==> src/rtl/ifmap_burst_reader_if.sv <==
// rtl/ifmap_burst_reader_if.sv - read address/data bus between ifmap_burst_reader and its slave
interface ifmap_burst_reader_if #(
  parameter int AW = 32,
  parameter int DW = 32
);
  logic [AW-1:0] araddr;
  logic          arvalid;
  logic [3:0]    arburst;
  logic          arready;
  logic [DW-1:0] rdata;
  logic          rlast;
  logic          rvalid;

  modport master (
    output araddr, arvalid, arburst,
    input  arready, rdata, rlast, rvalid
  );

  modport slave (
    input  araddr, arvalid, arburst,
    output arready, rdata, rlast, rvalid
  );
endinterface

==> src/rtl/ifmap_burst_reader.sv <==
// rtl/ifmap_burst_reader.sv - splits an ifmap fetch into power-of-two read bursts and forwards beats
// Optional rlast consistency checking is built when RD_CHK_EN is defined.
module ifmap_burst_reader #(
  parameter int DW      = 32,
  parameter int AW      = 32,
  parameter int CW      = 24,
  parameter int MAX_LOG = 4
) (
  input  logic                 clk,
  input  logic                 rst_n,
  input  logic                 start,
  input  logic [AW-1:0]        base_addr,
  input  logic [CW-1:0]        len_words,
  output logic                 busy,
  output logic                 done,
  output logic                 err,
  ifmap_burst_reader_if.master bus,
  output logic [DW-1:0]        dout,
  output logic                 dout_valid
);

  typedef enum logic [1:0] {IDLE, ADDR, DATA, FIN} state_t;

  state_t           state, state_nxt;
  logic [AW-1:0]    cur_addr;
  logic [CW-1:0]    rem;
  logic [MAX_LOG:0] beat_cnt;
  logic [3:0]       burst_log;
  logic [CW-1:0]    burst_len;
  logic             beat;
  logic             last_beat;

  // Largest power of two not above rem, capped at 2^MAX_LOG.
  always_comb begin
    burst_log = '0;
    for (int i = 1; i <= MAX_LOG; i++) begin
      if (rem >= (CW'(1) << i)) burst_log = 4'(i);
    end
  end

  assign burst_len = CW'(1) << burst_log;
  assign beat      = (state == DATA) && bus.rvalid;
  assign last_beat = beat && (CW'(beat_cnt) == burst_len - CW'(1));

  always_ff @(posedge clk) begin
    if (!rst_n) state <= IDLE;
    else        state <= state_nxt;
  end

  always_comb begin
    state_nxt   = state;
    bus.arvalid = 1'b0;
    bus.araddr  = '0;
    bus.arburst = '0;
    busy        = (state != IDLE);
    done        = (state == FIN);
    case (state)
      IDLE: if (start) state_nxt = (len_words == '0) ? FIN : ADDR;
      ADDR: begin
        bus.araddr  = cur_addr;
        bus.arburst = burst_log;
        if (bus.arready) begin
          bus.arvalid = 1'b1;
          state_nxt   = DATA;
        end
      end
      DATA: if (last_beat) state_nxt = (rem == burst_len) ? FIN : ADDR;
      FIN:  state_nxt = IDLE;
      default: state_nxt = IDLE;
    endcase
  end

  always_ff @(posedge clk) begin
    if (!rst_n) begin
      cur_addr   <= '0;
      rem        <= '0;
      beat_cnt   <= '0;
      dout       <= '0;
      dout_valid <= 1'b0;
    end else begin
      dout_valid <= beat;
      if (beat) dout <= bus.rdata;
      case (state)
        IDLE: if (start) begin
          cur_addr <= base_addr;
          rem      <= len_words;
        end
        // Clearing while waiting for arready is harmless; only the handshake cycle matters.
        ADDR: beat_cnt <= '0;
        DATA: if (beat) begin
          beat_cnt <= beat_cnt + (MAX_LOG+1)'(1);
          if (last_beat) begin
            cur_addr <= cur_addr + AW'(burst_len);
            rem      <= rem - burst_len;
          end
        end
        default: ;
      endcase
    end
  end

`ifdef RD_CHK_EN
  logic err_q;

  always_ff @(posedge clk) begin
    if (!rst_n)                                err_q <= 1'b0;
    else if (beat && (bus.rlast != last_beat)) err_q <= 1'b1;
  end

  assign err = err_q;
`else
  logic unused_rlast;

  assign unused_rlast = bus.rlast;
  assign err          = 1'b0;
`endif

endmodule

==> src/flat_wrapper.sv <==
// flat-port wrapper written by rule: the top's interface ports become plain ports
module ifmap_burst_reader_flat 
#(
  parameter int DW      = 32,
  parameter int AW      = 32,
  parameter int CW      = 24,
  parameter int MAX_LOG = 4
)
  (clk, rst_n, start, base_addr, len_words, busy, done, err, dout, dout_valid, bus_araddr, bus_arvalid, bus_arburst, bus_arready, bus_rdata, bus_rlast, bus_rvalid);
  ifmap_burst_reader_if #(.AW(AW), .DW(DW)) bus_i ();
  input  logic clk;
  input  logic rst_n;
  input  logic start;
  input  logic [AW-1:0] base_addr;
  input  logic [CW-1:0] len_words;
  output logic busy;
  output logic done;
  output logic err;
  output logic [DW-1:0] dout;
  output logic dout_valid;
  output wire logic [$bits(bus_i.araddr)-1:0] bus_araddr;
  output wire logic [$bits(bus_i.arvalid)-1:0] bus_arvalid;
  output wire logic [$bits(bus_i.arburst)-1:0] bus_arburst;
  input wire logic [$bits(bus_i.arready)-1:0] bus_arready;
  input wire logic [$bits(bus_i.rdata)-1:0] bus_rdata;
  input wire logic [$bits(bus_i.rlast)-1:0] bus_rlast;
  input wire logic [$bits(bus_i.rvalid)-1:0] bus_rvalid;
  assign bus_araddr = bus_i.araddr;
  assign bus_arvalid = bus_i.arvalid;
  assign bus_arburst = bus_i.arburst;
  assign bus_i.arready = bus_arready;
  assign bus_i.rdata = bus_rdata;
  assign bus_i.rlast = bus_rlast;
  assign bus_i.rvalid = bus_rvalid;
  ifmap_burst_reader #(.DW(DW), .AW(AW), .CW(CW), .MAX_LOG(MAX_LOG)) u_core (.clk(clk), .rst_n(rst_n), .start(start), .base_addr(base_addr), .len_words(len_words), .busy(busy), .done(done), .err(err), .bus(bus_i), .dout(dout), .dout_valid(dout_valid));
endmodule
==> config.mk <==
export PLATFORM = sky130hd
export DESIGN_NAME = ifmap_burst_reader_flat
export DESIGN_NICKNAME = d
export VERILOG_FILES = /design/src/rtl/ifmap_burst_reader_if.sv /design/src/rtl/ifmap_burst_reader.sv /design/src/flat_wrapper.sv
export SDC_FILE = /design/constraint.sdc
export NUM_CORES = 1
export LEC_CHECK = 0
export ABC_AREA = 1
export BUFFER_PORTS_ARGS = -buffer_cell sky130_fd_sc_hd__buf_4
export CAP_MARGIN = 25
export CORE_MARGIN = 3
export CORE_UTILIZATION = 54
export CTS_CLUSTER_DIAMETER = 50
export DETAILED_ROUTE_END_ITERATION = 8
export GPL_ROUTABILITY_DRIVEN = 0
export PLACE_DENSITY_LB_ADDON = 0.3
export SLEW_MARGIN = 10
export SYNTH_ARGS = -nofsm -noshare
export SYNTH_HDL_FRONTEND = slang
export SYNTH_SLANG_ARGS = --single-unit
==> constraint.sdc <==
create_clock -name clk -period 3.6 [get_ports clk]
set_input_delay 0 -clock clk [delete_from_list [all_inputs] [get_ports clk]]
set_output_delay 0 -clock clk [all_outputs]
set_load 0.005 [all_outputs]
==> run summary <==
End-of-flow core utilization: 0.7388
Ys flop type: dfxtp_1
Starting DRC count in detailed routing: 767
Initial cell density of the core: 0.5620
Grt total ovfl: 0
Maxcap violations: 0
Peak Freq: 303.9 MHz
Chip Width: 116.2 um
Max VDD drop: 0.4114 mV
Post-synthesis cell area: 6554 sq um
Part of the Yosys area used for sequential elements: 0.2932
Multi-input gate area: 4018 sq um
Die Footprint: 13490 sq um
Synth warn: 0
Hold Vio Cnt, Final: 0
Core ar.: 11660 sq um
Largest cells by area after synthesis: dfxtp_1 (29%), nand2_1 (22%), nand3_1 (8.2%)
Number of diodes: 0
Hold crit path type: primary input to register
Slew HR: 0.3568
Post-layout min period: 3.291 ns
I/O pin count: 167
First-pass GRT wire length: 34.23 mm
Top-count cell post-synth: nand2_1
Startpoint types: register
Critical Path End Type: register
Clock slew seen by the registers of the worst setup and hold paths: 0.08 ns
Largest fanout on the critical path: 69
Top cells by instance count after synthesis: nand2_1 (387), nor2_1 (142), inv_1 (111)
Synth cell types: 35
PD cells: 439.7 nW/um^2
Detailed Routing Iterations Pass 1: 5
Nets@finish: 1424
Cells after synthesis: 1123
Pin count of the biggest net entering global routing: 70
Area share of the largest cell type after synthesis: 0.2932
DR vias: 7922
RSZ-0062 raised after global routing: no
Placed instance count: 1395
WP data required: 3.79 ns
CTS tree: done
Share of layout cells above drive strength 1: 0.1550
Std-Cell Rows: 39
Clk_skew: 0.01235 ns
Final Slew Violations: 0
Post-synth EDFFs: 0
Max clock buf depth: 2
Finished Layout Cells: 1459
Status: complete, no violations
Arrival time at the worst endpoint: 3.49 ns
Setup violations, final: 0
Vias per cell: 5.430
Vias in the first global route: 7439
Residual DRC: 0
Mean area per synthesized cell: 5.836 sq um
Leak pwr: 0.004193 uW
Final period util: 0.9141
Tightest Pin Transition: 0.9634 ns
Hold slack: 0.007872 ns
Die H: 116.2 um
Tot GR Track Use: 0.3163
Htree depth: 3
Wirelength, routed: 21.36 mm
Antenna violations before repair: 0
CTS Sinks: 96
Setup repair bufs after CTS: 0
Filler instances: 1000
Antenna Violating Nets Remaining: 0
Sum Neg Setup Slack: 0 ns
Clk_lat worst skew: 0.36 ns
DP HPWL: 13.85 mm
Layout area overhead: 31.46%
Number of synthesized register bits: 96
Clock root cell: clkbuf_16
Storage element area: 1922 sq um
Num CTS Buffers: 9
Async SR Flop Fraction: 0
Crit Path Class: register to register
Port Buffers: 163
Cell taking the most area after synthesis: dfxtp_1
Average routed wire per standard cell: 14.64 um
## metrics by stage
step / worst slack, ns / power [uW] / cell area [sq um]
finish: 0.3093 / 3788 / 8616
floorplan: 0.7311 / 2348 / 6576
global route: 0.009865 / 4036 / 8616
CTS: 0.1786 / 3748 / 8603
global placement: 0.2584 / 2722 / 7836
detailed placement: 0.2043 / 2755 / 7836
## registers in the layout (all words and copies together), names as in the netlist
name,count
u_core.dout_valid,1
u_core.dout,32
u_core.rem,24
u_core.state,2
u_core.beat_cnt,5
u_core.cur_addr,32
## where the power goes
part	switching (uW)	internal (uW)	leakage, uW
registers	140	1190	0.000785
clock network	478	487	0.000141
logic	929	562	0.00327
## kinds of logic (layout without fill, tap and decap cells)
family                   after synthesis  count (layout)  synth area share
AO/OA/AOI/OAI                        137             137            0.1075
buffers and inverters                165             352            0.1000
XOR/XNOR                              21              21           0.02806
flip-flops                            96              96            0.2932
adder cells (fa/ha/maj)               19              19           0.03856
other                                  2               8          0.001146
AND/OR/NAND/NOR                      683             683            0.4315
## timing repair
| action | in CTS | in global routing |
|---|---|---|
| setup endpoints to repair | 0 | 56 |
| hold endpoints to repair | 47 | 0 |
| hold buffers | 48 | 0 |
| resized for setup | 0 | 3 |
## worst max-delay path, cell delays in order (launching register included)
cell and delay [ns]:
dfxtp_1 0.36, nor2_1 0.14, nand2_1 0.13, nor2_4 0.17, nand3_4 0.13, inv_1 0.13
nand3_1 0.27, ha_1 0.40, xnor2_1 0.13, nor3_1 0.14, nand2_1 0.08, nor2_1 0.10
nand3_1 0.13, nand2_4 0.22, nand2_8 0.32, nand2_1 0.17, a21oi_1 0.08
## routing by layer
layer | up-vias | part of all wire | track usage
met5 | - | 0 | 0
li1 | 3923 | - | -
met2 | 374 | 0.48 | 0.5550
met1 | 3554 | 0.41 | 0.3738
met4 | 0 | 0.035 | 0.1237
met3 | 71 | 0.079 | 0.07461
## layout by cell type (no fill, tap or decap), types with 2 or more instances in the layout
cell type / count
a211oi_1: 2
a21oi_1: 100
and2_1: 3
buf_4: 171
clkbuf_16: 9
clkinv_4: 2
conb_1: 8
dfxtp_1: 96
dlygate4sd3_1: 48
fa_1: 2
ha_1: 17
inv_1: 111
inv_2: 4
inv_6: 2
inv_8: 2
nand2_1: 386
nand2_2: 3
nand3_1: 108
nand4_1: 10
nor2_1: 141
nor2_4: 4
nor3_1: 19
nor4_1: 2
o21ai_0: 30
or2_2: 2
xnor2_1: 7
xor2_1: 14
## layout make-up
cell class,count,share of cell area
repair buffers,220,0.2061
well taps,143,0.02077
clock inverters,6,0.006680
multi-input cells,868,0.4663
clock buffers,10,0.02658
flip-flops and latches,96,0.2231
inverters,116,0.05054
## worst paths after layout
path	from	end	slack, ns	cells after the start
setup / recovery	u_core.rem[19]	u_core.cur_addr[8]	0.31	16
hold / removal	base_addr[0]	u_core.cur_addr[0]	0.008	5
setup reg to reg	u_core.rem[19]	u_core.cur_addr[8]	0.31	16
hold reg to reg	u_core.dout[18]	u_core.dout[18]	0.47	2
(Power assumes the default switching activity.)
